[src/rtl/sigreplay.sv]
// sigreplay: 2-entry input FIFO feeding a replay engine that emits each IQ
// sample TRATE times with a time address and correlation-block markers.
module sigreplay #(
    parameter int WIDTH = 32,
    parameter int TRATE = 30,
    parameter int TBITS = 5,
    parameter int COUNT = 256,
    parameter int CBITS = 8
) (
    input  logic             clock,
    input  logic             reset_n,
    input  logic             s_valid_i,
    output logic             s_ready_o,
    input  logic [WIDTH-1:0] s_idata_i,
    input  logic [WIDTH-1:0] s_qdata_i,
    output logic             valid_o,
    output logic             first_o,
    output logic             last_o,
    output logic [TBITS-1:0] taddr_o,
    output logic [WIDTH-1:0] idata_o,
    output logic [WIDTH-1:0] qdata_o
);

    typedef enum logic {IDLE, REPLAY} state_t;

    localparam logic [TBITS-1:0] TLAST = TBITS'(TRATE - 1);
    localparam logic [CBITS-1:0] CLAST = CBITS'(COUNT - 1);

    state_t           state_q, state_d;
    logic [1:0]       level_q, level_d;
    logic             wrPtr_q, wrPtr_d;
    logic             rdPtr_q, rdPtr_d;
    logic [WIDTH-1:0] memI_q [2];
    logic [WIDTH-1:0] memQ_q [2];
    logic [TBITS-1:0] taddr_q, taddr_d;
    logic [CBITS-1:0] scount_q, scount_d;
    logic [WIDTH-1:0] idata_q, idata_d;
    logic [WIDTH-1:0] qdata_q, qdata_d;
    logic             first_q, first_d;
    logic             last_q, last_d;
    logic             push;
    logic             pop;

    assign s_ready_o = (level_q != 2'd2) & reset_n;
    assign push      = s_valid_i & s_ready_o;

    assign valid_o = (state_q == REPLAY);
    assign first_o = first_q;
    assign last_o  = last_q;
    assign taddr_o = taddr_q;
    assign idata_o = idata_q;
    assign qdata_o = qdata_q;

    // Engine decides on the registered level only, so a word pushed on the
    // same edge as the final-replay decision is picked up one cycle later.
    always_comb begin
        state_d  = state_q;
        taddr_d  = taddr_q;
        scount_d = scount_q;
        idata_d  = idata_q;
        qdata_d  = qdata_q;
        pop      = 1'b0;
        unique case (state_q)
            IDLE: begin
                if (level_q != 2'd0) begin
                    pop     = 1'b1;
                    state_d = REPLAY;
                end
            end
            REPLAY: begin
                if (taddr_q != TLAST) begin
                    taddr_d = taddr_q + TBITS'(1);
                end else begin
                    scount_d = (scount_q == CLAST) ? '0 : scount_q + CBITS'(1);
                    if (level_q != 2'd0) begin
                        pop = 1'b1;
                    end else begin
                        state_d = IDLE;
                    end
                end
            end
        endcase
        if (pop) begin
            taddr_d = '0;
            idata_d = memI_q[rdPtr_q];
            qdata_d = memQ_q[rdPtr_q];
        end
        first_d = (state_d == REPLAY) & (taddr_d == '0) & (scount_d == '0);
        last_d  = (state_d == REPLAY) & (taddr_d == TLAST) & (scount_d == CLAST);

        wrPtr_d = push ? ~wrPtr_q : wrPtr_q;
        rdPtr_d = pop ? ~rdPtr_q : rdPtr_q;
        level_d = level_q;
        if (push && !pop) begin
            level_d = level_q + 2'd1;
        end else if (pop && !push) begin
            level_d = level_q - 2'd1;
        end
    end

    always_ff @(posedge clock) begin
        if (!reset_n) begin
            state_q   <= IDLE;
            level_q   <= 2'd0;
            wrPtr_q   <= 1'b0;
            rdPtr_q   <= 1'b0;
            memI_q[0] <= '0;
            memI_q[1] <= '0;
            memQ_q[0] <= '0;
            memQ_q[1] <= '0;
            taddr_q   <= '0;
            scount_q  <= '0;
            idata_q   <= '0;
            qdata_q   <= '0;
            first_q   <= 1'b0;
            last_q    <= 1'b0;
        end else begin
            state_q  <= state_d;
            level_q  <= level_d;
            wrPtr_q  <= wrPtr_d;
            rdPtr_q  <= rdPtr_d;
            taddr_q  <= taddr_d;
            scount_q <= scount_d;
            idata_q  <= idata_d;
            qdata_q  <= qdata_d;
            first_q  <= first_d;
            last_q   <= last_d;
            if (push) begin
                memI_q[wrPtr_q] <= s_idata_i;
                memQ_q[wrPtr_q] <= s_qdata_i;
            end
        end
    end

endmodule

[config.mk]
export PLATFORM = sky130hd
export DESIGN_NAME = sigreplay
export DESIGN_NICKNAME = d
export VERILOG_FILES = /design/src/rtl/sigreplay.sv
export SDC_FILE = /design/constraint.sdc
export NUM_CORES = 1
export LEC_CHECK = 0
export ABC_AREA = 1
export CAP_MARGIN = 10
export CELL_PAD_IN_SITES_DETAIL_PLACEMENT = 1
export CELL_PAD_IN_SITES_GLOBAL_PLACEMENT = 1
export CORE_MARGIN = 5
export CORE_UTILIZATION = 37
export CTS_CLUSTER_DIAMETER = 120
export DETAILED_ROUTE_END_ITERATION = 10
export PLACE_DENSITY = 0.77
export REMOVE_ABC_BUFFERS = 1
export SETUP_SLACK_MARGIN = 0.02
export SLEW_MARGIN = 25
export SYNTH_ARGS = -nofsm -noshare
export SYNTH_HDL_FRONTEND = slang
export SYNTH_SLANG_ARGS = --single-unit
[constraint.sdc]
create_clock -name clock -period 3.21 [get_ports clock]
set_input_delay 0.642 -clock clock [delete_from_list [all_inputs] [get_ports clock]]
set_output_delay 0.642 -clock clock [all_outputs]
set_load 0.03 [all_outputs]
**Yosys cells after proc, flatten, opt, wreduce, memory -nomap -nowiden**

Memories as Yosys holds them, arrays and structs flattened. A register that Yosys moved wholly into a read port is not among the register bits.
Index checks and enable logic that the tools add are counted.

- Equal/unequal tests: 5
- Mux-type cells: 23
- Add/subtract/negate cells: 4
- Bitwise operators: 9
- Reduce and logical (&&, ||, !) cells: 12

Operator list:

| kind | count |
|---|---|
| $mux W32 | 2 |
| $reduce_or A32 Y1 | 2 |
| $mux W8 | 3 |
| $eq A8 B8 Y1 const B | 2 |
| $mux W5 | 3 |
| $mux W1 | 11 |
| $add A8 B1 Y8 const B | 1 |
| $logic_not A8 Y1 | 1 |
| $and A1 B1 Y1 | 6 |
| $add A5 B1 Y5 const B | 1 |
| $eq A5 B5 Y1 const B | 1 |
| $logic_not A5 Y1 | 1 |
| $ne A5 B5 Y1 const B | 1 |
| $logic_not A1 Y1 | 4 |
| $mux W2 | 2 |
| $pmux W1 S2 | 2 |
| $reduce_bool A2 Y1 | 2 |
| $not A1 Y1 | 3 |
| $add A2 B1 Y2 const B | 1 |
| $logic_and A1 B1 Y1 | 2 |
| $ne A2 B2 Y1 const B | 1 |
| $sub A2 B1 Y2 const B | 1 |

- Memory bits (writable): 128
- Memories kept: 2
- Register bits: 20
- Input port bits: 67

Memory list:

| name | depth | bits a word | read ports | clocked after Yosys merged registers in | write ports | line | text |
|---|---|---|---|---|---|---|---|
| memI_q | 2 | 32 | 1 | 1 | 2 | 33 | `logic [WIDTH-1:0] memI_q [2];` |
| memQ_q | 2 | 32 | 1 | 1 | 2 | 34 | `logic [WIDTH-1:0] memQ_q [2];` |

**Logic depth before layout (Yosys ltp)**

- Word-level depth: 8
- Mapped depth: 12

**Least setup slack after synthesis**

Ideal clock, no wire load.

- Path kind: input port to flip-flop
- Start point: input reset_n
- End point: memory memI_q[0][0], enable pin
- Cell stages on the path: 8
- Setup time: 424 ps
- Path slack: -237 ps
- Required time: 2,786 ps
- Data arrival time: 3,023 ps
- Path through: inv_2 -> a21oi_2 -> nand2_1 -> inv_2 -> nand2_1 -> clkbuf_1 -> buf_2 -> nand2_1

RTL lines:

| item | line | text |
|---|---|---|
| start: declaration | 11 | `input logic reset_n,` |
| end: declaration | 33 |  |

**Worst setup path in the final report**

- Start point: register level_q[0]
- End point: output s_ready_o

- Cells in the longest elaborated chain, start to end: 2

RTL lines:

| item | line | text |
|---|---|---|
| start: declaration | 30 | `logic [1:0] level_q, level_d;` |
| start signal: assignment | 119 | `level_q <= level_d;` |
| $ne A2 B2 Y1 | 44 | `assign s_ready_o = (level_q != 2'd2) & reset_n;` |
| $and A1 B1 Y1 | 44 |  |
| end: declaration | 13 | `output logic s_ready_o,` |

Every way passes these cells.

==> impl_metrics.json <==
{
  "startpoint_type": "flop",
  "grt_first_pass_wirelength_um": 36400,
  "synth-seq-area-share_pct": 64.7,
  "routabilityCongestion": 0.763,
  "clockRootBuffer": "clkbuf_16",
  "synth.area.top_cells": "edfxtp_1 (45%), dfxtp_1 (20%), nand2_1 (8.4%)",
  "diodes": 0,
  "instances_no_fill": 1323,
  "antenna_found_initial": 0,
  "htree_num_levels": 1,
  "track_usage_pct": 17.2,
  "area_delta_synth_final_pct": 28.6,
  "synth.most_common_cell": "nand2_1",
  "die_h_um": 162,
  "cts_inserted_buffers": 24,
  "yosys_warnings": 0,
  "setup_viol": 0,
  "fin_tns_setup_ps": 0,
  "worst_slew_pin_slew_ps": 788,
  "async_flop_share_pct": 0,
  "ir_worst_vdd_mv": 0.447,
  "dr.pass1.iters": 4,
  "synthDistinctLibCells": 30,
  "cts_buffer_depth": 3,
  "synth_area_um2": 8540,
  "clock-skew-final_ps": 11.9,
  "fin_ws_ps": 668,
  "synth_edf_count": 128,
  "synth_flop_cell": "edfxtp_1",
  "p_seq_share_pct": 39.0,
  "syn_avg_cell_area_um2": 9.60,
  "vias_per_cell": 4.96,
  "synth.top_cell.area_share_pct": 45.0,
  "overflow": 0,
  "ant_nets": 0,
  "cts_resized": 0,
  "min_period_over_period_pct": 79.2,
  "power_frac_comb_pct": 33.3,
  "p_per_area_nw_per_um2": 896,
  "synth_common_cells": "nand2_1 (191), nor2_1 (159), edfxtp_1 (128), inv_1 (93), dfxtp_1 (84)",
  "endpoint_kind": "output pin",
  "clock_sinks": 212,
  "required_ps": 2570,
  "synth_cells": 890,
  "intPower_mw": 6.34,
  "synth_top_area_cell": "edfxtp_1",
  "die_area_um2": 26200,
  "drc": 0,
  "worstSetupPathType": "flop to output pin",
  "place_ws_ps": 788,
  "post-cts-setup-buffers": 0,
  "timing.critical_path.fanout_max": 3,
  "grt_max_degree": 65,
  "clkTransAtPathRegs_ps": 60,
  "wl_per_cell_um": 17.1,
  "tritoncts": "built",
  "dp_cells": 1279,
  "die_width_um": 162,
  "switching_share_pct": 35.6,
  "min_path_type": "flop to flop",
  "start_util_pct": 37.6,
  "io_pins": 140,
  "clock_power_share_pct": 27.7,
  "clk_latency_ps": 510,
  "drt_iter0_drc": 353,
  "finalMaxSlewViolations": 0,
  "portBuffers": 139,
  "final_layout_size_suffix_gt1_share_pct": 6.36,
  "fin_crit_ps": 2540,
  "hold_violations": 0,
  "holdBufCountCts": 0,
  "ys_seq_elements": 212,
  "p_leak_nw": 4.45,
  "max_slew_margin_pct": 47.4,
  "final_cell_area_um2": 11000,
  "cp.arrival_ps": 1900,
  "core-area_um2": 22700,
  "p_switching_mw": 3.50,
  "drv_cap": 0,
  "wl_um": 22600,
  "p_total_mw": 9.85,
  "fp-row-count": 55,
  "rsz0062_at_grt": "no",
  "fmax_mhz": 393,
  "finalNetCount": 1091,
  "grt_pass1_vias": 7073,
  "status": "completed",
  "vias": 6562,
  "hpwl_um": 14500,
  "placed_area_um2": 10200
}
## stage by stage
stage	hold slack, ps	utilization, %
after detailed placement	502	44.9
after global routing	541	48.4
final	509	48.4
after CTS	513	48.4
after floorplan	446	-
after global placement	482	44.9
## worst paths after layout
check	endpoint	from	slack (ps)	cells past startpoint
hold reg to reg	wrPtr_q	wrPtr_q	510	2
setup reg to reg	qdata_o[27]	taddr_o[0]	840	8
setup / recovery	s_ready_o	level_q[0]	670	3
hold / removal	wrPtr_q	wrPtr_q	510	2
## cell type report
type | count | area, um2
Fill cell | 2538 | 11700
Sequential cell | 212 | 5530
Multi-Input combinational cell | 531 | 2410
Timing Repair Buffer | 155 | 1540
Clock buffer | 34 | 659
Inverter | 96 | 363
Tap cell | 285 | 357
Clock inverter | 10 | 125
## registers in the layout, indices dropped and copies added (netlist names), 2 cells and up
signal	count
qdata_o	32
memI_q	64
idata_o	32
memQ_q	64
level_q	2
scount_q	8
taddr_o	5
## power by group through the flow
stage	Combinational, mW	Sequential (mW)	Clock (mW)
final	3.27	3.84	2.73
after floorplan	1.00	4.66	0
after global placement	3.24	3.88	0
after detailed placement	3.31	3.89	0
after CTS	3.33	3.85	2.79
after global routing	3.54	3.91	2.91
## worst max-delay path, stage by stage (launching register included)
cell and delay (ps):
dfxtp_1 380, inv_1 90, a21oi_2 210, clkdlybuf4s50_1 710
## cell families (layout without fill, tap and decap cells)
group / after synthesis / count (layout) / synth area share (%)
xor+xnor: 1 / 1 / 0.103
buf+inv: 147 / 295 / 7.37
fa+ha+maj: 4 / 4 / 0.586
compound gates: 144 / 144 / 9.58
simple gates: 382 / 382 / 17.7
flops: 212 / 212 / 64.7
## cell usage in the layout (no fill, tap or decap), drive strengths merged
cell type / Yosys / final
a21oi: 6 / 6
a31oi: 64 / 64
and2: 1 / 1
buf: 26 / 17
bufinv: 0 / 3
clkbuf: 25 / 34
clkdlybuf4s50: 0 / 138
clkinv: 0 / 6
dfxtp: 84 / 84
edfxtp: 128 / 128
ha: 4 / 4
inv: 96 / 97
nand2: 194 / 194
nand3: 16 / 16
nand3b: 1 / 1
nand4: 6 / 6
nor2: 161 / 161
nor3: 3 / 3
o21ai: 73 / 73
o21bai: 1 / 1
xor2: 1 / 1
## routing by layer
metal | GRT usage [%] | wire length (um)
met3 | 2.89 | 1040
met1 | 21.4 | 9550
met5 | 0 | 0
met4 | 3.61 | 402
met2 | 31.4 | 11600
(Power assumes the default switching activity.)
